--- config.mk ---
export PLATFORM = sky130hd
export DESIGN_NAME = execute_cc_pipe_flat
export DESIGN_NICKNAME = d
export VERILOG_FILES = /design/src/rtl/y86_pkg.sv /design/src/rtl/execute_cc_pipe_if.sv /design/src/rtl/cond_eval.sv /design/src/rtl/execute_cc_pipe.sv /design/src/flat_wrapper.sv
export SDC_FILE = /design/constraint.sdc
export NUM_CORES = 1
export LEC_CHECK = 0
export ABC_AREA = 1
export ABC_CLOCK_PERIOD_IN_PS = 7400
export CAP_MARGIN = 0
export CORE_ASPECT_RATIO = 0.6
export CORE_MARGIN = 4
export CORE_UTILIZATION = 41
export CTS_BUF_LIST = sky130_fd_sc_hd__clkbuf_8 sky130_fd_sc_hd__clkbuf_16
export DETAILED_ROUTE_END_ITERATION = 7
export GPL_ROUTABILITY_DRIVEN = 0
export GPL_TIMING_DRIVEN = 0
export MAX_ROUTING_LAYER = met4
export PLACE_DENSITY_LB_ADDON = 0.3
export SETUP_SLACK_MARGIN = 0.15
export SLEW_MARGIN = 15
export SYNTH_ARGS = -nofsm -noshare
export SYNTH_HDL_FRONTEND = slang
export SYNTH_HIERARCHICAL = 1
export SYNTH_SLANG_ARGS = --single-unit
--- constraint.sdc ---
create_clock -name clk -period 7.4 [get_ports clk]
set_input_delay 0.74 -clock clk [delete_from_list [all_inputs] [get_ports clk]]
set_output_delay 0.74 -clock clk [all_outputs]
set_load 0.02 [all_outputs]
--- src/rtl/y86_pkg.sv ---
// Shared Y86-64 encodings: instruction codes, status codes, register ids and
// condition-code bit positions used by the execute/memory pipeline logic.
package y86_pkg;

    localparam logic [3:0] INOP    = 4'd1;
    localparam logic [3:0] IRRMOVQ = 4'd2;
    localparam logic [3:0] IOPQ    = 4'd6;
    localparam logic [3:0] IJXX    = 4'd7;

    localparam logic [3:0] SBUB = 4'd0;
    localparam logic [3:0] SAOK = 4'd1;
    localparam logic [3:0] SADR = 4'd2;
    localparam logic [3:0] SINS = 4'd3;
    localparam logic [3:0] SHLT = 4'd4;

    localparam logic [3:0] RNONE = 4'hF;

    localparam int ZF = 2;
    localparam int SF = 1;
    localparam int OF = 0;

    localparam logic [2:0] CC_RESET = 3'b100;

    // True for the status codes that stop the machine.
    function automatic logic stat_is_exc(input logic [3:0] s);
        return (s == SADR) || (s == SINS) || (s == SHLT);
    endfunction

endpackage

--- src/rtl/execute_cc_pipe_if.sv ---
// Bundle of execute-stage inputs and memory-stage outputs around the CC/M register.
// master: upstream execute logic and controller; slave: execute_cc_pipe.
interface execute_cc_pipe_if #(
    parameter int W = 64
);
    logic [3:0]   E_icode;
    logic [3:0]   E_ifun;
    logic [3:0]   E_stat;
    logic [W-1:0] E_valA;
    logic [3:0]   E_dstE;
    logic [3:0]   E_dstM;
    logic [W-1:0] e_valE;
    logic [2:0]   e_flags;
    logic         M_stall;
    logic         M_bubble;
    logic [3:0]   m_stat;
    logic [3:0]   W_stat;

    logic [2:0]   cc;
    logic         e_cnd;
    logic [3:0]   e_dstE;
    logic [3:0]   M_stat;
    logic [3:0]   M_icode;
    logic         M_Cnd;
    logic [W-1:0] M_valE;
    logic [W-1:0] M_valA;
    logic [3:0]   M_dstE;
    logic [3:0]   M_dstM;

    modport master (
        output E_icode, E_ifun, E_stat, E_valA, E_dstE, E_dstM,
               e_valE, e_flags, M_stall, M_bubble, m_stat, W_stat,
        input  cc, e_cnd, e_dstE, M_stat, M_icode, M_Cnd,
               M_valE, M_valA, M_dstE, M_dstM
    );

    modport slave (
        input  E_icode, E_ifun, E_stat, E_valA, E_dstE, E_dstM,
               e_valE, e_flags, M_stall, M_bubble, m_stat, W_stat,
        output cc, e_cnd, e_dstE, M_stat, M_icode, M_Cnd,
               M_valE, M_valA, M_dstE, M_dstM
    );
endinterface

--- src/rtl/cond_eval.sv ---
// Y86-64 jXX/cmovXX condition evaluation from {ZF,SF,OF} and the function code.
module cond_eval
    import y86_pkg::*;
(
    input  logic [2:0] cc,
    input  logic [3:0] ifun,
    output logic       cnd
);
    logic w_lt;

    assign w_lt = cc[SF] ^ cc[OF];

    always_comb begin
        cnd = 1'b0;
        case (ifun)
            4'd0:    cnd = 1'b1;
            4'd1:    cnd = w_lt | cc[ZF];
            4'd2:    cnd = w_lt;
            4'd3:    cnd = cc[ZF];
            4'd4:    cnd = ~cc[ZF];
            4'd5:    cnd = ~w_lt;
            4'd6:    cnd = ~w_lt & ~cc[ZF];
            default: cnd = 1'b0;
        endcase
    end
endmodule

--- src/rtl/execute_cc_pipe.sv ---
// Condition-code register plus execute-to-memory pipeline register for Y86-64.
// Optional macro EXC_CC_GUARD_EN blocks CC updates while m/W hold an exception.
module execute_cc_pipe
    import y86_pkg::*;
#(
    parameter int W = 64
) (
    input logic              clk,
    input logic              rst,
    execute_cc_pipe_if.slave bus
);
    logic [2:0]   r_cc;
    logic         w_cnd;
    logic         w_set_cc;
    logic [3:0]   w_dstE;

    logic [3:0]   r_icode_p1;
    logic [3:0]   r_stat_p1;
    logic         r_cnd_p1;
    logic [W-1:0] r_valE_p1;
    logic [W-1:0] r_valA_p1;
    logic [3:0]   r_dstE_p1;
    logic [3:0]   r_dstM_p1;

    cond_eval u_cond_eval (
        .cc   (r_cc),
        .ifun (bus.E_ifun),
        .cnd  (w_cnd)
    );

    // A cmov whose condition fails must not write or forward its destination.
    assign w_dstE = ((bus.E_icode == IRRMOVQ) && !w_cnd) ? RNONE : bus.E_dstE;

`ifdef EXC_CC_GUARD_EN
    assign w_set_cc = (bus.E_icode == IOPQ) & ~bus.M_stall
                    & ~stat_is_exc(bus.m_stat) & ~stat_is_exc(bus.W_stat);
`else
    logic w_unused_stat;
    assign w_unused_stat = ^{bus.m_stat, bus.W_stat};
    assign w_set_cc      = (bus.E_icode == IOPQ) & ~bus.M_stall;
`endif

    always_ff @(posedge clk or posedge rst) begin
        if (rst) begin
            r_cc <= CC_RESET;
        end else if (w_set_cc) begin
            r_cc <= bus.e_flags;
        end
    end

    // ---- execute -> memory stage boundary ----
    always_ff @(posedge clk or posedge rst) begin
        if (rst) begin
            r_icode_p1 <= INOP;
            r_stat_p1  <= SBUB;
            r_cnd_p1   <= 1'b0;
            r_valE_p1  <= '0;
            r_valA_p1  <= '0;
            r_dstE_p1  <= RNONE;
            r_dstM_p1  <= RNONE;
        end else if (bus.M_stall) begin
            r_icode_p1 <= r_icode_p1;
        end else if (bus.M_bubble) begin
            r_icode_p1 <= INOP;
            r_stat_p1  <= SBUB;
            r_cnd_p1   <= 1'b0;
            r_valE_p1  <= '0;
            r_valA_p1  <= '0;
            r_dstE_p1  <= RNONE;
            r_dstM_p1  <= RNONE;
        end else begin
            r_icode_p1 <= bus.E_icode;
            r_stat_p1  <= bus.E_stat;
            r_cnd_p1   <= w_cnd;
            r_valE_p1  <= bus.e_valE;
            r_valA_p1  <= bus.E_valA;
            r_dstE_p1  <= w_dstE;
            r_dstM_p1  <= bus.E_dstM;
        end
    end

    assign bus.cc      = r_cc;
    assign bus.e_cnd   = w_cnd;
    assign bus.e_dstE  = w_dstE;
    assign bus.M_icode = r_icode_p1;
    assign bus.M_stat  = r_stat_p1;
    assign bus.M_Cnd   = r_cnd_p1;
    assign bus.M_valE  = r_valE_p1;
    assign bus.M_valA  = r_valA_p1;
    assign bus.M_dstE  = r_dstE_p1;
    assign bus.M_dstM  = r_dstM_p1;
endmodule

--- src/flat_wrapper.sv ---
// flat-port wrapper written by rule: the top's interface ports become plain ports
module execute_cc_pipe_flat import y86_pkg::*;
#(
    parameter int W = 64
)
  (clk, rst, bus_E_icode, bus_E_ifun, bus_E_stat, bus_E_valA, bus_E_dstE, bus_E_dstM, bus_e_valE, bus_e_flags, bus_M_stall, bus_M_bubble, bus_m_stat, bus_W_stat, bus_cc, bus_e_cnd, bus_e_dstE, bus_M_stat, bus_M_icode, bus_M_Cnd, bus_M_valE, bus_M_valA, bus_M_dstE, bus_M_dstM);
  execute_cc_pipe_if #(.W(W)) bus_i ();
  input logic clk;
  input logic rst;
  input wire logic [$bits(bus_i.E_icode)-1:0] bus_E_icode;
  input wire logic [$bits(bus_i.E_ifun)-1:0] bus_E_ifun;
  input wire logic [$bits(bus_i.E_stat)-1:0] bus_E_stat;
  input wire logic [$bits(bus_i.E_valA)-1:0] bus_E_valA;
  input wire logic [$bits(bus_i.E_dstE)-1:0] bus_E_dstE;
  input wire logic [$bits(bus_i.E_dstM)-1:0] bus_E_dstM;
  input wire logic [$bits(bus_i.e_valE)-1:0] bus_e_valE;
  input wire logic [$bits(bus_i.e_flags)-1:0] bus_e_flags;
  input wire logic [$bits(bus_i.M_stall)-1:0] bus_M_stall;
  input wire logic [$bits(bus_i.M_bubble)-1:0] bus_M_bubble;
  input wire logic [$bits(bus_i.m_stat)-1:0] bus_m_stat;
  input wire logic [$bits(bus_i.W_stat)-1:0] bus_W_stat;
  output wire logic [$bits(bus_i.cc)-1:0] bus_cc;
  output wire logic [$bits(bus_i.e_cnd)-1:0] bus_e_cnd;
  output wire logic [$bits(bus_i.e_dstE)-1:0] bus_e_dstE;
  output wire logic [$bits(bus_i.M_stat)-1:0] bus_M_stat;
  output wire logic [$bits(bus_i.M_icode)-1:0] bus_M_icode;
  output wire logic [$bits(bus_i.M_Cnd)-1:0] bus_M_Cnd;
  output wire logic [$bits(bus_i.M_valE)-1:0] bus_M_valE;
  output wire logic [$bits(bus_i.M_valA)-1:0] bus_M_valA;
  output wire logic [$bits(bus_i.M_dstE)-1:0] bus_M_dstE;
  output wire logic [$bits(bus_i.M_dstM)-1:0] bus_M_dstM;
  assign bus_i.E_icode = bus_E_icode;
  assign bus_i.E_ifun = bus_E_ifun;
  assign bus_i.E_stat = bus_E_stat;
  assign bus_i.E_valA = bus_E_valA;
  assign bus_i.E_dstE = bus_E_dstE;
  assign bus_i.E_dstM = bus_E_dstM;
  assign bus_i.e_valE = bus_e_valE;
  assign bus_i.e_flags = bus_e_flags;
  assign bus_i.M_stall = bus_M_stall;
  assign bus_i.M_bubble = bus_M_bubble;
  assign bus_i.m_stat = bus_m_stat;
  assign bus_i.W_stat = bus_W_stat;
  assign bus_cc = bus_i.cc;
  assign bus_e_cnd = bus_i.e_cnd;
  assign bus_e_dstE = bus_i.e_dstE;
  assign bus_M_stat = bus_i.M_stat;
  assign bus_M_icode = bus_i.M_icode;
  assign bus_M_Cnd = bus_i.M_Cnd;
  assign bus_M_valE = bus_i.M_valE;
  assign bus_M_valA = bus_i.M_valA;
  assign bus_M_dstE = bus_i.M_dstE;
  assign bus_M_dstM = bus_i.M_dstM;
  execute_cc_pipe #(.W(W)) u_core (.clk(clk), .rst(rst), .bus(bus_i));
endmodule
==> results.md <==
* Sw Pwr at 0.602 mW
* Crit path kind: in -> out
* Share of layout cells above drive strength 1 at approximately 11%
* Yosys cell types at 20
* Syn_nets at around 550
* Area Growth Syn to Fin at 70.6%
* Total track usage at 24.0%
* Placed cells at about 870
* Power Dens Cells at 234 nW/um^2
* Setup Buffers After CTS at 0
* Initial core utilization at 42.5%
* CP startpoint: bus_E_ifun[0]
* Final #Nets at 879
* Port Buf Inserts at between 300 and 400
* Design area at approximately 9400 sq um
* Routed length on met3 at 1.39 mm
* Area taken by multi-input logic gates at ~1500 sq um
* Fill cells at between 900 and 1000
* Placed wire-length estimate at approximately 14 mm
* Post-route ant nets at 0
* Ports at 316
* Largest net degree at the start of global routing at 83
* Synthesized area per cell at ~14 sq um
* Synth top area cells: dfrtp_1 63%, a22o_1 21%, dfstp_2 4.8%
* Worst r2r src: u_core/bus.cc[2]
* Sw Share at 27.4%
* Part of the cycle the worst path needs at between 40% and 50%
* Worst-margin pin slew at roughly 0.57 ns
* Vias in the first global route at between 5000 and 6000
* Post-Route M1 WL at approximately 7.4 mm
* Clock slew at reported path FFs at 0.06 ns
* Beginning of the worst hold path: u_core/bus.cc[2]
* Critical Path AT at 2.88 ns
* Highest routed metal layer: met4
* Flops & latches, synth at 148
* Via count at about 4600
* Die extent in x at roughly 160 um
* Antenna diodes at 0
* Synth Cell Area at about 5500 sq um
* Post-DP Area at 8830 sq um
* Die height at 97.8 um
* DRT iter0 DRCs at about 200
* Hold Path Cell Cnt at 2
* Final hold vios at 0
* Global-route wire length before repair at between 20 and 30 mm
* Grt ovf at 0
* Synth Warn # at 6
* Peak VDD IR at approximately 0.00014 V
* F_max at 277 MHz
* Portion of total power attributed to sequential cells at 41.8%
* CTS max path bufs at 2
* R2R depth at 10
* H-tree levels at 4
* CP endpoint kind: output pin
* CTS tree: done
* DRT Wirelength at about 18 mm
* Initial antenna violation count at 0
* DRT Pass-1 Iters at 4
* Static Leak at around 4.2 nW
* Clk_lat worst skew at roughly 0.40 ns
* Final setup fails at 0
* DRC errors left at 0
* Cts bufs inserted at 17
* Final core occ at between 70% and 80%
* Run status: finished clean
* WP data required at 6.66 ns
* Worst R2R Setup Slack at between 5 and 6 ns
* Hold-fix buffers, CTS at 0
* Slew HR at ~61%
* Skew final at between 0.003 and 0.004 ns
* Worst Hold End: u_core/bus.cc[2]
* Setup TNS at 0 ns
* Reg2reg end: u_core/bus.M_dstE[2]
* Final Max Slew Viols at 0
* Clock power frac at between 30 and 40%
* Startpoint types: input pin
* Top cell type's share of synthesized area at a little over three fifths
* Yosys top cell by area: dfrtp_1
* Pint at roughly 1.6 mW
* Minimum clock period at 3.62 ns
* Clock root cell: clkbuf_16
* Die area at 15400 sq um
* Combinational share of power at 20.6%
* # rows at 32
* Final cell count without fillers at 899
* Post-CTS sizing at 0
* CTS sink cnt at roughly 150
* Routed WL per cell at 20.2 um
* Crit path max fanout at 8
* MaxCap Viol Count at 0
* Vias/cell at a little over 5
* Sequential-to-total area share from yosys stat at approximately 67%
* Hold Path Class: reg -> reg
* Core area at between 10000 and 15000 sq um
* Cell count after synthesis at a little under 400
* Unrepaired setup endpoints after global routing: false
* Seq. cell area at between 3000 and 4000 sq um
* Hold slack final at slightly below 0.5 ns
* Met2 WL at roughly 9.0 mm
==> Yosys cell counts, drive strengths merged <==
| cell | number |
|---|---|
| a21oi | 2 |
| a22o | 134 |
| buf | 31 |
| dfrtp | 138 |
| dfstp | 10 |
| inv | 20 |
| nand2 | 23 |
| nand3 | 8 |
| nand4 | 3 |
| nor2 | 8 |
| nor3 | 1 |
| o21ai | 2 |
| o22a | 5 |
| or2 | 4 |
==> cell usage in the layout, fill, tap and decap left out, drive strengths merged, types with 4 or more instances in the layout <==
cell type        n
clkdlybuf4s50  307
dfrtp          138
a22o           134
buf             32
inv             28
nand2           23
clkbuf          17
dfstp           10
nand3            8
nor2             8
o22a             5
or2              4
==> critical path, cell delays in order <==
cell and delay, ns:
clkdlybuf4s50_1 0.55, nand2_1 0.07, inv_1 0.07, nor2_1 0.05
a21oi_2 0.13, nor2_1 0.08, nor2_1 0.15, nand3_1 0.25
nand2_1 0.16, clkdlybuf4s50_1 0.61
==> worst max path at each step <==
stage | slack [ns] | endpoint
after floorplan | 2.70 | u_core/bus.M_Cnd
after global placement | 1.0 | u_core/bus.M_valA[27]
after detailed placement | 3.80 | bus_e_dstE[0]
after CTS | 3.80 | bus_e_dstE[0]
after global routing | 3.61 | bus_e_dstE[0]
final | 3.78 | bus_e_dstE[0]
==> layer usage <==
metal  up-vias  GRT usage (%)
met2       199           39.6
met3        22           7.04
met4         0           6.74
met1      2243           28.9
met5         -              -
li1       2097              -
==> cell type report <==
type | instances | share of cell area [%]
Buffer | 31 | 2.80
Clock buffer | 17 | 4.53
Clock inverter | 15 | 1.54
Inverter | 20 | 0.879
Multi-Input combinational cell | 190 | 15.5
Sequential cell | 148 | 39.5
Tap cell | 170 | 2.26
Timing Repair Buffer | 308 | 33.0
==> state kept, by name, indices dropped and copies added, names as in the netlist <==
signal              flops
u_core/bus.M_dstM       4
u_core/bus.M_dstE       4
u_core/bus.M_stat       4
u_core/bus.cc           3
u_core/bus.M_Cnd        1
u_core/bus.M_valA      64
u_core/bus.M_valE      64
u_core/bus.M_icode      4
==> per-stage QoR <==
stage                     setup WS [ns]  total power [mW]
after floorplan                    2.70              1.12
after global placement            0.998              1.37
after detailed placement           3.80              1.39
after CTS                          3.80              2.22
after global routing               3.61              2.29
final                              3.78              2.20
==> power by group through the flow <==
stage	registers (mW)	clock network [mW]	logic, mW
after floorplan	1.01	0	0.114
after global placement	0.927	0	0.447
after detailed placement	0.930	0	0.457
after CTS	0.918	0.842	0.458
after global routing	0.926	0.884	0.481
final	0.918	0.826	0.454
==> cell families after synthesis <==
| family | synth area share, % |
|---|---|
| AND/OR/NAND/NOR | 3.86 |
| buffers and inverters | 6.13 |
| flip-flops | 67.5 |
| AO/OA/AOI/OAI | 22.5 |
Note: power is estimated with default switching activity, not from simulation.
